==> config.mk <==
export PLATFORM = sky130hd
export DESIGN_NAME = cp0_exc_sequencer_flat
export DESIGN_NICKNAME = d
export VERILOG_FILES = /design/src/rtl/cp0_pkg.sv /design/src/rtl/cp0_exc_sequencer_if.sv /design/src/rtl/cp0_exc_prio.sv /design/src/rtl/cp0_exc_sequencer.sv /design/src/flat_wrapper.sv
export SDC_FILE = /design/constraint.sdc
export NUM_CORES = 1
export LEC_CHECK = 0
export BUFFER_PORTS_ARGS = -buffer_cell sky130_fd_sc_hd__buf_2
export CORE_ASPECT_RATIO = 2
export CORE_MARGIN = 5
export CORE_UTILIZATION = 46
export CTS_CLUSTER_DIAMETER = 40
export DETAILED_ROUTE_END_ITERATION = 8
export HOLD_SLACK_MARGIN = 0.08
export PLACE_DENSITY = 0.92
export SETUP_SLACK_MARGIN = 0.5
export SLEW_MARGIN = 20
export SYNTH_ARGS = -nofsm -noshare
export SYNTH_HDL_FRONTEND = slang
export SYNTH_SLANG_ARGS = --single-unit
==> constraint.sdc <==
create_clock -name clk -period 5.2 [get_ports clk]
set_input_delay 0.78 -clock clk [delete_from_list [all_inputs] [get_ports clk]]
set_output_delay 0.78 -clock clk [all_outputs]
set_load 0.03 [all_outputs]
==> src/rtl/cp0_pkg.sv <==
// cp0_pkg: cause codes, CP0 register numbers, Status bit positions and sequencer states
package cp0_pkg;
    localparam logic [4:0] CODE_SYS = 5'b01000;
    localparam logic [4:0] CODE_BRK = 5'b01001;
    localparam logic [4:0] CODE_TEQ = 5'b01101;
    localparam logic [4:0] CODE_INT = 5'b00000;
    localparam logic [4:0] REG_STATUS = 5'd12;
    localparam logic [4:0] REG_CAUSE = 5'd13;
    localparam logic [4:0] REG_EPC = 5'd14;
    localparam int ST_IE = 0;
    localparam int ST_SYS = 1;
    localparam int ST_BRK = 2;
    localparam int ST_TEQ = 3;
    localparam int ST_INT = 4;
    typedef enum logic [2:0] {IDLE, W_EPC, W_CAUSE, W_STAT, E_STAT, JUMP} state_t;
endpackage

==> src/rtl/cp0_exc_sequencer_if.sv <==
// cp0_exc_sequencer_if: decode requests in, CP0 write port and PC redirect out
interface cp0_exc_sequencer_if;
    logic syscall_req;
    logic break_req;
    logic teq_req;
    logic intr;
    logic eret_req;
    logic [31:0] cur_pc;
    logic [31:0] status_in;
    logic [31:0] epc_in;
    logic cp0_we;
    logic [4:0] cp0_waddr;
    logic [31:0] cp0_wdata;
    logic stall;
    logic redirect_valid;
    logic [31:0] redirect_pc;
    logic [4:0] exc_code;
    modport master (
        output syscall_req, break_req, teq_req, intr, eret_req, cur_pc, status_in, epc_in,
        input cp0_we, cp0_waddr, cp0_wdata, stall, redirect_valid, redirect_pc, exc_code
    );
    modport slave (
        input syscall_req, break_req, teq_req, intr, eret_req, cur_pc, status_in, epc_in,
        output cp0_we, cp0_waddr, cp0_wdata, stall, redirect_valid, redirect_pc, exc_code
    );
endinterface

==> src/rtl/cp0_exc_prio.sv <==
// cp0_exc_prio: masks requests against Status and picks one: teq > break > syscall > eret > intr
module cp0_exc_prio
    import cp0_pkg::*;
(
    input  logic        syscall_req,
    input  logic        break_req,
    input  logic        teq_req,
    input  logic        intr,
    input  logic        eret_req,
    input  logic [31:0] status_in,
    output logic        take,
    output logic        is_eret,
    output logic [4:0]  code
);
    logic ie, t, b, s, i;
    assign ie = status_in[ST_IE];
    assign t = teq_req & ie & status_in[ST_TEQ];
    assign b = break_req & ie & status_in[ST_BRK];
    assign s = syscall_req & ie & status_in[ST_SYS];
    assign i = intr & ie & status_in[ST_INT];
    // eret is never masked but still outranks only the interrupt
    assign is_eret = eret_req & ~(t | b | s);
    assign take = t | b | s | (i & ~eret_req);
    assign code = t ? CODE_TEQ : b ? CODE_BRK : s ? CODE_SYS : CODE_INT;
endmodule

==> src/rtl/cp0_exc_sequencer.sv <==
// cp0_exc_sequencer: runs the EPC/Cause/Status write sequence for exceptions and ERET,
// then pulses a one-cycle PC redirect
module cp0_exc_sequencer
    import cp0_pkg::*;
#(
    parameter logic [31:0] EXC_VECTOR = 32'h0040_0004,
    parameter int SHIFT_AMT = 5
) (
    input logic clk,
    input logic rst,
    cp0_exc_sequencer_if.slave bus
);
    state_t state, next;
    logic take, is_eret, eret_q;
    logic [4:0] code, code_q;
    logic [31:0] pc_q;
    cp0_exc_prio u_prio (
        .syscall_req(bus.syscall_req),
        .break_req(bus.break_req),
        .teq_req(bus.teq_req),
        .intr(bus.intr),
        .eret_req(bus.eret_req),
        .status_in(bus.status_in),
        .take(take),
        .is_eret(is_eret),
        .code(code)
    );
    assign bus.exc_code = code_q;
    always_comb begin
        next = state;
        bus.cp0_we = 1'b0;
        bus.cp0_waddr = '0;
        bus.cp0_wdata = '0;
        bus.stall = 1'b0;
        bus.redirect_valid = 1'b0;
        bus.redirect_pc = '0;
        case (state)
            IDLE: begin
                bus.stall = (take | is_eret) & ~rst;
                next = take ? W_EPC : is_eret ? E_STAT : IDLE;
            end
            W_EPC: begin
                bus.stall = 1'b1;
                bus.cp0_we = 1'b1;
                bus.cp0_waddr = REG_EPC;
                bus.cp0_wdata = pc_q;
                next = W_CAUSE;
            end
            W_CAUSE: begin
                bus.stall = 1'b1;
                bus.cp0_we = 1'b1;
                bus.cp0_waddr = REG_CAUSE;
                bus.cp0_wdata = {25'b0, code_q, 2'b00};
                next = W_STAT;
            end
            W_STAT: begin
                bus.stall = 1'b1;
                bus.cp0_we = 1'b1;
                bus.cp0_waddr = REG_STATUS;
                bus.cp0_wdata = bus.status_in << SHIFT_AMT;
                next = JUMP;
            end
            E_STAT: begin
                bus.stall = 1'b1;
                bus.cp0_we = 1'b1;
                bus.cp0_waddr = REG_STATUS;
                bus.cp0_wdata = bus.status_in >> SHIFT_AMT;
                next = JUMP;
            end
            JUMP: begin
                bus.stall = 1'b1;
                bus.redirect_valid = 1'b1;
                bus.redirect_pc = eret_q ? bus.epc_in : EXC_VECTOR;
                next = IDLE;
            end
            default: next = IDLE;
        endcase
    end
    always_ff @(posedge clk or posedge rst) begin
        if (rst) begin
            state <= IDLE;
            pc_q <= '0;
            code_q <= '0;
            eret_q <= 1'b0;
        end else begin
            state <= next;
            if (state == IDLE && take) begin
                pc_q <= bus.cur_pc;
                code_q <= code;
                eret_q <= 1'b0;
            end else if (state == IDLE && is_eret) begin
                code_q <= '0;
                eret_q <= 1'b1;
            end else if (state == JUMP) begin
                pc_q <= '0;
                code_q <= '0;
                eret_q <= 1'b0;
            end
        end
    end
endmodule

==> src/flat_wrapper.sv <==
// flat-port wrapper written by rule: the top's interface ports become plain ports
module cp0_exc_sequencer_flat import cp0_pkg::*;
#(
    parameter logic [31:0] EXC_VECTOR = 32'h0040_0004,
    parameter int SHIFT_AMT = 5
)
  (clk, rst, bus_syscall_req, bus_break_req, bus_teq_req, bus_intr, bus_eret_req, bus_cur_pc, bus_status_in, bus_epc_in, bus_cp0_we, bus_cp0_waddr, bus_cp0_wdata, bus_stall, bus_redirect_valid, bus_redirect_pc, bus_exc_code);
  cp0_exc_sequencer_if bus_i ();
  input logic clk;
  input logic rst;
  input wire logic [$bits(bus_i.syscall_req)-1:0] bus_syscall_req;
  input wire logic [$bits(bus_i.break_req)-1:0] bus_break_req;
  input wire logic [$bits(bus_i.teq_req)-1:0] bus_teq_req;
  input wire logic [$bits(bus_i.intr)-1:0] bus_intr;
  input wire logic [$bits(bus_i.eret_req)-1:0] bus_eret_req;
  input wire logic [$bits(bus_i.cur_pc)-1:0] bus_cur_pc;
  input wire logic [$bits(bus_i.status_in)-1:0] bus_status_in;
  input wire logic [$bits(bus_i.epc_in)-1:0] bus_epc_in;
  output wire logic [$bits(bus_i.cp0_we)-1:0] bus_cp0_we;
  output wire logic [$bits(bus_i.cp0_waddr)-1:0] bus_cp0_waddr;
  output wire logic [$bits(bus_i.cp0_wdata)-1:0] bus_cp0_wdata;
  output wire logic [$bits(bus_i.stall)-1:0] bus_stall;
  output wire logic [$bits(bus_i.redirect_valid)-1:0] bus_redirect_valid;
  output wire logic [$bits(bus_i.redirect_pc)-1:0] bus_redirect_pc;
  output wire logic [$bits(bus_i.exc_code)-1:0] bus_exc_code;
  assign bus_i.syscall_req = bus_syscall_req;
  assign bus_i.break_req = bus_break_req;
  assign bus_i.teq_req = bus_teq_req;
  assign bus_i.intr = bus_intr;
  assign bus_i.eret_req = bus_eret_req;
  assign bus_i.cur_pc = bus_cur_pc;
  assign bus_i.status_in = bus_status_in;
  assign bus_i.epc_in = bus_epc_in;
  assign bus_cp0_we = bus_i.cp0_we;
  assign bus_cp0_waddr = bus_i.cp0_waddr;
  assign bus_cp0_wdata = bus_i.cp0_wdata;
  assign bus_stall = bus_i.stall;
  assign bus_redirect_valid = bus_i.redirect_valid;
  assign bus_redirect_pc = bus_i.redirect_pc;
  assign bus_exc_code = bus_i.exc_code;
  cp0_exc_sequencer #(.EXC_VECTOR(EXC_VECTOR), .SHIFT_AMT(SHIFT_AMT)) u_core (.clk(clk), .rst(rst), .bus(bus_i));
endmodule
==> results.txt, run 1 <==
IO Pins = 180
switch share = 49.9%
CTS resizes = 0
Pleak = 2.23 nW
EDFF count, synth = 0
Unique masters post-synth = 35
peak supply drop = 0.000336 V
Synth Instances = 334
DPL Wire Length = 6680 um
biggest cell delay along the critical path = 0.77 ns
Synth top area share = 35.5%
final period utilization = 62.8%
Max Slew Vio Count = 0
GRT Util Overall = 21.4%
pwr/cell area = 576 nW/um^2
FF/Latch Area = 977 um^2
Slew HR = 32.1%
Primary FF master, synth = dfrtp_1
Mapped Area = 2750 um^2
clock buffer count from CTS = 5
max-cap violations = 0
Worst setup EP type = primary output
vias in the first global route = 2715
CTS tree = yes
CTS Hold Buffers Added = 0
Final Hold Fails = 0
Final Cell Area = 3750 um^2
Hold WS = 0.521 ns
Syn. warnings = 0
Psw = 1.08 mW
clk_skew = 0.00198 ns
Commonest cells post-synth = 63 x nand2_1, 59 x mux2i_1, 39 x dfrtp_1
Post-synth ARST share = 100%
worst skew pair latency = 0.28 ns
worst flop-to-flop path startpoint = u_core.state[1]
worst hold path startpoint = u_core.pc_q[12]
non-filler instance count after layout = 559
DIE AREA = 7720 um^2
R2R setup slack = 2.95 ns
CTS Sinks = 39
Die H = 119 um
final-report setup violation count = 0
status = finished, final reports clean
diode count = 0
count leader, synth = nand2_1
synth top area cells = dfrtp_1 36%, mux2i_1 21%, nand2_1 8.6%, and3_1 7.3%, inv_1 5.2%
area leader, netlist = dfrtp_1
worst slew pin tran = 1.02 ns
maximum clock rate = 306 MHz
Placed Cells incl. Taps = 551
Hold Path Class = flop to flop
Sequential Power Share = 28.5%
core area = 5910 um^2
final net count = 600
H-tree Lvls = 2
syn avg cell area = 8.23 um^2
FF+latch count, synth = 39
clk slew on worst S/H paths = 0.06 ns
crit path cell chain = nor3_2 > buf_4 > nand2_1 > o21ai_0 > buf_2
Initial Util = 46.5%
CP Max Fanout = 40
Buffers on Ports = 176
fin crit period = 3.27 ns
clk root buf = clkbuf_16
GR Util met1 = 29.1%
setup_tns = 0 ns
Area growth syn-to-layout = 36.3%
multi-input logic area = 1480 um^2
Critical Path RT = 4.42 ns
Hold EP = u_core.pc_q[12]
first-pass GRT wire length = 13200 um
layout cells sized above 1 = 38.5%
delay-heaviest family, CP = simple AND/OR/NAND/NOR gates
overall die width = 64.7 um
Setup Fix Bufs, Post-CTS = 0
CP Class = flop to primary output
Antenna Violating Nets Remaining = 0
Remaining Overflow, GRT = 0
Critical path buffers and inverters = 2
Clk network pwr share = 14.6%
combinational power share = 56.9%
RSZ-0062 raised after global routing = no
Longest Clk Path Bufs = 2
design internal power = 1.08 mW
initial antenna violation count = 0
placed inst area = 3590 um^2
R2R Path End = u_core.state[0]
vias = 2886
Placer Congestion = 0.823
met3 Usage GRT = 4.06%
Vias/cell = 5.16
worst reg2reg path depth = 5
GR Util met2 = 34.1%
grt peak-use layer = met2
post-synthesis sequential area ratio = 35.5%
Filler cells = 534
iteration count of the initial detailed-routing pass = 5
DRT iter0 DRCs = 175
Routed WL = 8550 um
largest net degree at the start of global routing = 41
Std-Cell Rows = 40
worst hold stages = 2
WL/cell = 15.3 um
CP max stage cell = dfrtp_2
critical path startpoint category = flop
DRC Markers = 0
Worst EP arrival = 2.49 ns
## registers in the layout (all words and copies together) (netlist names)
| name | flops |
|---|---|
| u_core.bus.exc_code | 3 |
| u_core.state | 3 |
| u_core.pc_q | 32 |
| u_core.eret_q | 1 |
## worst reg2reg max path, stage by stage (launching register included)
cell and delay, ns:
dfrtp_2 1.04, nor2_1 0.15, nand2_1 0.20, a21oi_4 0.05, buf_4 0.31, a211o_1 0.39
## power by group through the flow
stage / logic, mW / registers, mW / clock network [mW]
floorplan: 0.976 / 0.541 / 0
finish: 1.23 / 0.614 / 0.315
global placement: 1.21 / 0.607 / 0
global route: 1.33 / 0.638 / 0.333
CTS: 1.24 / 0.612 / 0.322
detailed placement: 1.23 / 0.616 / 0
## layer usage
metal / vias up / wire, um
met5: - / 0
met3: 11 / 711
li1: 1426 / -
met1: 1308 / 3510
met2: 141 / 4200
met4: 0 / 123
## metrics by stage
step / power (mW) / utilization [%] / setup slack, ns
2_1_floorplan: 1.52 / - / 2.25
3_3_place_gp: 1.82 / 60.8 / 2.29
3_5_place_dp: 1.85 / 60.8 / 2.25
4_1_cts: 2.17 / 63.5 / 1.93
5_1_grt: 2.30 / 63.5 / 1.82
6_report: 2.16 / 63.5 / 1.93
## how the worst max path moves through the flow
stage / end / cells past startpoint / slack (ns) / startpoint
final: bus_cp0_wdata[10] / 5 / 1.93 / u_core.state[1]
after global routing: bus_cp0_wdata[10] / 5 / 1.82 / u_core.state[1]
after CTS: bus_cp0_wdata[10] / 5 / 1.93 / u_core.state[1]
after detailed placement: bus_cp0_wdata[10] / 5 / 2.25 / u_core.state[1]
after global placement: bus_stall / 4 / 2.29 / u_core.state[1]
after floorplan: bus_stall / 4 / 2.25 / rst
## area by class of cell
type	instances	share of cell area, %
clock buffer	8	4.17
inverter	38	3.81
multi-input combinational	231	39.5
sequential	39	26.1
tap	63	2.10
timing repair buffer	180	24.3
## kinds of logic after synthesis
group,share of synthesized area (%)
AND/OR/NAND/NOR,20.7
other,0.136
AO/OA/AOI/OAI,10.2
multiplexers,21.5
flip-flops,35.5
buffers and inverters,11.2
adder cells (fa/ha/maj),0.910
## layout by cell type, fill, tap and decap left out, types with 3 or more instances in the layout
cell type,Yosys,final
a21oi_1,3,3
a22oi_1,6,6
and3_1,32,32
buf_2,8,176
buf_4,5,4
clkbuf_16,0,5
conb_1,1,3
dfrtp_1,39,38
inv_1,38,37
mux2i_1,59,59
nand2_1,63,63
nor2_1,17,17
o21ai_0,21,21
o21ai_1,3,3
Power figures use the tool's default switching activity.
==> run 2: changes to the inputs <==
--- a/config.mk
+++ b/config.mk
@@ -8,11 +8,11 @@
 export BUFFER_PORTS_ARGS = -buffer_cell sky130_fd_sc_hd__buf_2
 export CORE_ASPECT_RATIO = 2
 export CORE_MARGIN = 5
-export CORE_UTILIZATION = 46
+export CORE_UTILIZATION = 39
 export CTS_CLUSTER_DIAMETER = 40
 export DETAILED_ROUTE_END_ITERATION = 8
 export HOLD_SLACK_MARGIN = 0.08
-export PLACE_DENSITY = 0.92
+export PLACE_DENSITY = 0.83
 export SETUP_SLACK_MARGIN = 0.5
 export SLEW_MARGIN = 20
 export SYNTH_ARGS = -nofsm -noshare
==> constraint.sdc (replaced) <==
create_clock -name clk -period 2.8 [get_ports clk]
set_input_delay 0.42 -clock clk [delete_from_list [all_inputs] [get_ports clk]]
set_output_delay 0.42 -clock clk [all_outputs]
set_load 0.03 [all_outputs]
==> run 2 against run 1 <==
Sequential share of layout area decreased by 1.2 points. Critical path depth stayed put. Count of clock-buffer cells in the layout decreased by 1. Routed wire length up 19%. Clock skew grew 0.0071 ns. Sequential power rose by 81%. Worst setup slack worse by 1.4 ns. Global-route usage grew 0.66 points. Register-to-register slack lost 2.1 ns. Clock power rose by 100%. Combinational power grew 110%. Critical path type unchanged. Critical endpoint is now bus_redirect_pc[27]. Largest cell class unchanged. Largest power group unchanged.
==> results.txt, run 2 (synthesized netlist as in run 1, its figures left out) <==
worst slew pin tran = 0.688 ns (-0.331 ns)
Initial Util = 39.9% (-6.6 points)
Psw = 2.12 mW (+97%)
clock buffer count from CTS = 5 (unchanged)
IO Pins = 180 (unchanged)
combinational power share = 59.5% (+2.6 points)
Critical Path RT = 2.38 ns (-2.04 ns)
Placer Congestion = 0.895 (+8.7%)
DRT iter0 DRCs = 138 (-21%)
delay-heaviest family, CP = simple AND/OR/NAND/NOR gates
CTS Hold Buffers Added = 0 (unchanged)
Critical path buffers and inverters = 2 (unchanged)
final period utilization = 79.5%
Antenna Violating Nets Remaining = 0 (unchanged)
worst skew pair latency = 0.28 ns (about the same)
design internal power = 2.18 mW (+100%)
clk root buf = clkbuf_16
DIE AREA = 8930 um^2 (+16%)
first-pass GRT wire length = 15700 um (+19%)
DPL Wire Length = 7860 um (+18%)
Remaining Overflow, GRT = 0 (unchanged)
final net count = 613 (+2.2%)
H-tree Lvls = 2 (unchanged)
Sequential Power Share = 25.7% (-2.8 points)
Die H = 129 um (+7.9%)
final-report setup violation count = 0 (unchanged)
GRT Util Overall = 22.0% (+0.66 points)
overall die width = 69.4 um (+7.3%)
Routed WL = 10200 um (+19%)
crit path cell chain = nor2b_1 > nand2_2 > clkinvlp_4 > and3_1 > buf_2
CP Max Fanout = 15 (-63%)
RSZ-0062 raised after global routing = yes
iteration count of the initial detailed-routing pass = 4 (-1)
pwr/cell area = 1090 nW/um^2 (+90%)
Pleak = 2.29 nW (+2.4%)
Clk network pwr share = 14.9% (+0.3 points)
Largest Register = u_core.pc_q
largest net degree at the start of global routing = 40 (-2.4%)
Max Slew Vio Count = 0 (unchanged)
most common cell after layout, fill and taps aside = buf_2
DRC Markers = 0 (unchanged)
layout cells sized above 1 = 41.3% (+2.7 points)
switch share = 49.4% (-0.58 points)
Area growth syn-to-layout = 43.3%
Final Hold Fails = 0 (unchanged)
biggest cell delay along the critical path = 0.48 ns (-0.29 ns)
vias = 3051 (+5.7%)
Longest Clk Path Bufs = 2 (unchanged)
critical path startpoint category = flop
initial antenna violation count = 1 (+1)
clk_skew = 0.00908 ns (+0.00709 ns)
setup_tns = 0 ns (unchanged)
max-cap violations = 0 (unchanged)
peak supply drop = 0.000526 V (+56%)
vias in the first global route = 3224 (+19%)
Vias/cell = 5.09 (-1.5%)
Buffers on Ports = 176 (unchanged)
CTS tree = yes
maximum clock rate = 449 MHz
fin crit period = 2.22 ns
fin util = 57.2% (-6.2 points)
most frequent cells in the layout = 171 x buf_2, 62 x nand2_1, 59 x mux2i_1, 36 x dfrtp_1, 35 x inv_1
Filler cells = 652 (+22%)
Worst EP arrival = 1.80 ns (-0.69 ns)
CP Class = flop to primary output
total chip power = 4.30 mW (+99%)
WL/cell = 17.0 um (+11%)
CP max stage cell = dfrtp_2
Worst setup EP type = primary output
CTS Sinks = 39 (unchanged)
Hold Path Class = primary input to asynchronous set/reset pin
status = finished, final reports clean
max reg flops = 32 (unchanged)
Slew HR = 54.2% (+22 points)
Std-Cell Rows = 43 (+7.5%)
clk slew on worst S/H paths = 0.06 ns (about the same)
core area = 6890 um^2 (+17%)
[run 2: routing by layer]
| layer | GRT usage [%] | part of all wire (%) | wire length, um |
|---|---|---|---|
| met5 | 0 | 0 | 0 |
| met4 | 13.5 | 4.0 | 409 |
| met3 | 3.67 | 6.7 | 682 |
| met2 | 40.5 | 55 | 5640 |
| met1 | 23.0 | 34 | 3470 |
[run 2: area by class of cell]
cell class / count / area [um^2] / share of cell area (%)
multi-input cells: 231 / 1500 / 38.1
repair inverters: 2 / 15.0 / 0.381
repair buffers: 191 / 1020 / 25.9
inverters: 38 / 146 / 3.72
diodes: 1 / 2.50 / 0.0635
clock inverters: 1 / 30.0 / 0.762
clock buffers: 7 / 133 / 3.37
flip-flops and latches: 39 / 980 / 24.9
well taps: 90 / 113 / 2.86
[run 2: worst reg2reg max path, stage by stage, from the launching register on]
cell     delay [ns]
dfrtp_2        0.48
buf_4          0.17
nor2_1         0.12
nand2_1        0.15
a21oi_4        0.15
buf_4          0.49
mux2i_1        0.31
[run 2: metrics by stage]
step                hold slack (ns)  cell area [um^2]  instances  setup slack, ns
detailed placement            0.523              3670        583            0.600
CTS                           0.316              3880        596            0.524
finish                        0.304              3940        600            0.575
global route                  0.354              3940        600            0.482
global placement              0.510              3670        583            0.625
floorplan                     0.499              2760        336            0.574
[run 2: worst paths after layout]
| path | slack (ns) | cells past startpoint | start | endpoint |
|---|---|---|---|---|
| max | 0.58 | 5 | u_core.state[0] | bus_redirect_pc[27] |
| min | 0.30 | 3 | rst | u_core.pc_q[4] |
| max reg2reg | 0.86 | 6 | u_core.state[1] | u_core.pc_q[23] |
| min reg2reg | 0.53 | 2 | u_core.pc_q[25] | u_core.pc_q[25] |
| max in group asynchronous | 2.11 | 3 | rst | u_core.state[2] |
| min in group clk | 0.37 | 3 | bus_cur_pc[11] | u_core.pc_q[11] |
[run 2: repair_timing]
action,in CTS,in global routing
cloned,2,0
setup buffers,3,3
pin swaps,0,1
gates resized for setup,8,12
setup endpoints to repair,41,32
[run 2: power groups by stage]
stage	sequential [mW]	combinational (mW)	clock, mW
floorplan	1.01	1.82	0
global placement	1.09	2.38	0
detailed placement	1.11	2.43	0
CTS	1.10	2.49	0.651
global route	1.14	2.75	0.680
finish	1.11	2.56	0.640
==> run 3: changes to the inputs <==
--- a/config.mk
+++ b/config.mk
@@ -5,14 +5,15 @@
 export SDC_FILE = /design/constraint.sdc
 export NUM_CORES = 1
 export LEC_CHECK = 0
+export ABC_AREA = 1
 export BUFFER_PORTS_ARGS = -buffer_cell sky130_fd_sc_hd__buf_2
 export CORE_ASPECT_RATIO = 2
 export CORE_MARGIN = 5
-export CORE_UTILIZATION = 39
+export CORE_UTILIZATION = 42
 export CTS_CLUSTER_DIAMETER = 40
 export DETAILED_ROUTE_END_ITERATION = 8
 export HOLD_SLACK_MARGIN = 0.08
-export PLACE_DENSITY = 0.83
+export PLACE_DENSITY = 0.86
 export SETUP_SLACK_MARGIN = 0.5
 export SLEW_MARGIN = 20
 export SYNTH_ARGS = -nofsm -noshare
==> constraint.sdc (replaced) <==
create_clock -name clk -period 2.29 [get_ports clk]
set_input_delay 0.3435 -clock clk [delete_from_list [all_inputs] [get_ports clk]]
set_output_delay 0.3435 -clock clk [all_outputs]
set_load 0.03 [all_outputs]
==> run 3 against run 2 <==
Sequential share of layout area fell by 3.4 points. Count of clock-buffer cells in the layout fell by 1. Clock power rose by 8.0%. Sequential cell count did not move. Die area fell by 11%. Hold slack got worse by 0.064 ns. Largest power group unchanged.
==> results.txt, run 3 <==
Vias/cell = 6.01 (+18%)
clock buffer count from CTS = 5 (unchanged)
DPL Wire Length = 8430 um (+7.3%)
DRT iter0 DRCs = 432 (+210%)
DIE AREA = 7940 um^2 (-11%)
most frequent cells in the layout = 156 x nand2_1, 107 x buf_2, 47 x buf_6, 45 x nand3_1, 40 x buf_4
Synth Area in XOR/XNOR = 0% (unchanged)
syn avg cell area = 6.66 um^2 (-19%)
multiplexer share of the synthesized area = 0% (-21 points)
vias = 3827 (+25%)
delay-heaviest family, CP = buffers and inverters
CTS Hold Buffers Added = 0 (unchanged)
max reg flops = 32 (unchanged)
FF/Latch Area = 980 um^2 (unchanged)
Largest Register = u_core.pc_q
Mapped Area = 2590 um^2 (-5.7%)
initial antenna violation count = 1 (unchanged)
total chip power = 5.64 mW (+31%)
CP max stage cell = dfrtp_2
Synth top area share = 37.7% (+2.2 points)
Buffers on Ports = 176 (unchanged)
WL/cell = 22.1 um (+30%)
overall die width = 65.5 um (-5.5%)
clk_skew = 0.00257 ns (-0.00651 ns)
Placer Congestion = 0.962 (+7.5%)
IO Pins = 180 (unchanged)
EDFF count, synth = 0 (unchanged)
worst skew pair latency = 0.28 ns (about the same)
Critical Path RT = 1.95 ns (-0.43 ns)
Hold WS = 0.240 ns (-0.0639 ns)
setup_tns = 0 ns (unchanged)
critical path startpoint category = flop
crit path cell chain = inv_4 > nand3_4 > clkinvlp_4 > a22o_1 > buf_2
Final Hold Fails = 0 (unchanged)
peak supply drop = 0.000913 V (+74%)
maximum clock rate = 482 MHz
Syn. warnings = 0 (unchanged)
largest net degree at the start of global routing = 40 (unchanged)
Slew HR = 65.9% (+12 points)
status = finished, final reports clean
Worst setup EP type = primary output
GRT Util Overall = 35.0% (+13 points)
worst reg2reg path depth = 8 (+2)
post-synthesis compound-gate area fraction = 9.32% (-0.83 points)
Longest Clk Path Bufs = 2 (unchanged)
Placed Cells incl. Taps = 610 (+4.6%)
max-cap violations = 0 (unchanged)
Std-Cell Rows = 40 (-7.0%)
multi-input logic area = 1660 um^2 (+11%)
layout cells sized above 1 = 49.0% (+7.8 points)
Hold Path Class = primary input to asynchronous set/reset pin
cell count along the critical path = 5 (unchanged)
Area growth syn-to-layout = 76.2%
CP Max Fanout = 7 (-8)
pwr/cell area = 1240 nW/um^2 (+13%)
worst slew pin tran = 0.512 ns (-0.176 ns)
final-report setup violation count = 0 (unchanged)
Critical path buffers and inverters = 3 (+1)
synth top area cells = dfrtp_1 38%, nand2_1 24%, nand3_1 9.7%, nor2_1 4.5%, o211ai_1 4.1%
iteration count of the initial detailed-routing pass = 6 (+2)
post-synthesis simple-gate area fraction = 40.8% (+20 points)
DRC Markers = 0 (unchanged)
Synth Instances = 389 (+16%)
Post-synth ARST share = 100% (unchanged)
first-pass GRT wire length = 20600 um (+31%)
FF+latch count, synth = 39 (unchanged)
final period utilization = 90.6%
final net count = 678 (+11%)
Adder-Cell Fraction of Synth Area = 0.966% (+0.055 points)
RSZ-0062 raised after global routing = yes
most common cell after layout, fill and taps aside = nand2_1
non-filler instance count after layout = 637 (+6.2%)
H-tree Lvls = 2 (unchanged)
core area = 6010 um^2 (-13%)
clk slew on worst S/H paths = 0.05 ns (about the same)
biggest cell delay along the critical path = 0.49 ns (about the same)
Pleak = 2.38 nW (+4.2%)
CTS tree = yes
area leader, netlist = dfrtp_1
Initial Util = 43.1% (+3.2 points)
Max Slew Vio Count = 0 (unchanged)
fin crit period = 2.08 ns
Routed WL = 14100 um (+38%)
Filler cells = 378 (-42%)
count leader, synth = nand2_1
post-synthesis sequential area ratio = 37.7% (+2.2 points)
main combinational cell family by area after synthesis = simple AND/OR/NAND/NOR gates
Die H = 121 um (-5.9%)
clk root buf = clkbuf_16
fin util = 76.0% (+19 points)
Primary FF master, synth = dfrtp_1
Commonest cells post-synth = 163 x nand2_1, 50 x nand3_1, 39 x dfrtp_1
Unique masters post-synth = 29 (-17%)
Antenna Violating Nets Remaining = 0 (unchanged)
vias in the first global route = 3831 (+19%)
CP Class = flop to primary output
CTS Sinks = 39 (unchanged)
Worst EP arrival = 1.73 ns (-0.07 ns)
Remaining Overflow, GRT = 0 (unchanged)
==> run 3: path summary, 6_finish.rpt <==
kind,slack [ns],endpoint,from
setup / recovery,0.21,bus_cp0_wdata[0],u_core.state[1]
hold / removal,0.24,u_core.state[2],rst
setup reg to reg,0.63,u_core.pc_q[22],u_core.state[1]
hold reg to reg,0.50,u_core.pc_q[25],u_core.pc_q[25]
max in group asynchronous,1.68,u_core.state[0],rst
min in group clk,0.26,u_core.pc_q[26],bus_cur_pc[26]
==> run 3: tightest hold or removal path, delay by kind of cell <==
family	cells	cell delay [ns]
buffers and inverters	3	0.63
==> run 3: cells by family after synthesis <==
| group | after synthesis |
|---|---|
| AND/OR/NAND/NOR | 253 |
| other | 1 |
| adder cells (fa/ha/maj) | 2 |
| AO/OA/AOI/OAI | 35 |
| flip-flops | 39 |
| buffers and inverters | 59 |
==> run 3: area by class of cell <==
type | count | share of cell area, %
diodes | 1 | 0.0548
well taps | 63 | 1.73
clock buffers | 6 | 3.04
inverters | 30 | 3.26
clock inverters | 1 | 0.110
repair inverters | 2 | 0.329
repair buffers | 202 | 33.6
multi-input cells | 293 | 36.4
flip-flops and latches | 39 | 21.5
==> run 3: per-layer routing <==
layer  vias to the layer above  track usage, %  routed length (um)
li1                       1609               -                   -
met1                      1732            35.4                4330
met2                       371            57.8                7090
met3                       115            10.5                1410
met4                         0            28.1                1220
met5                         -           0.735                   0
==> run 3: repair_timing <==
item	CTS	global route
endpoints found under the hold margin	0	0
setup endpoints to repair	69	106
buffers inserted	11	4
gates cloned	4	0
gates resized for setup	174	16
pin swaps	10	2
==> run 3: per-stage QoR <==
step / setup slack (ns) / instance area [um^2]
floorplan: 0.233 / 2750
global placement: 0.364 / 3630
detailed placement: 0.244 / 3630
CTS: 0.330 / 4490
global route: 0.177 / 4570
finish: 0.214 / 4570
==> run 3: power by group <==
group	internal, mW	switching, mW
Clock	0.425	0.266
Combinational	1.37	2.32
Sequential	0.996	0.265
Total	2.79	2.85
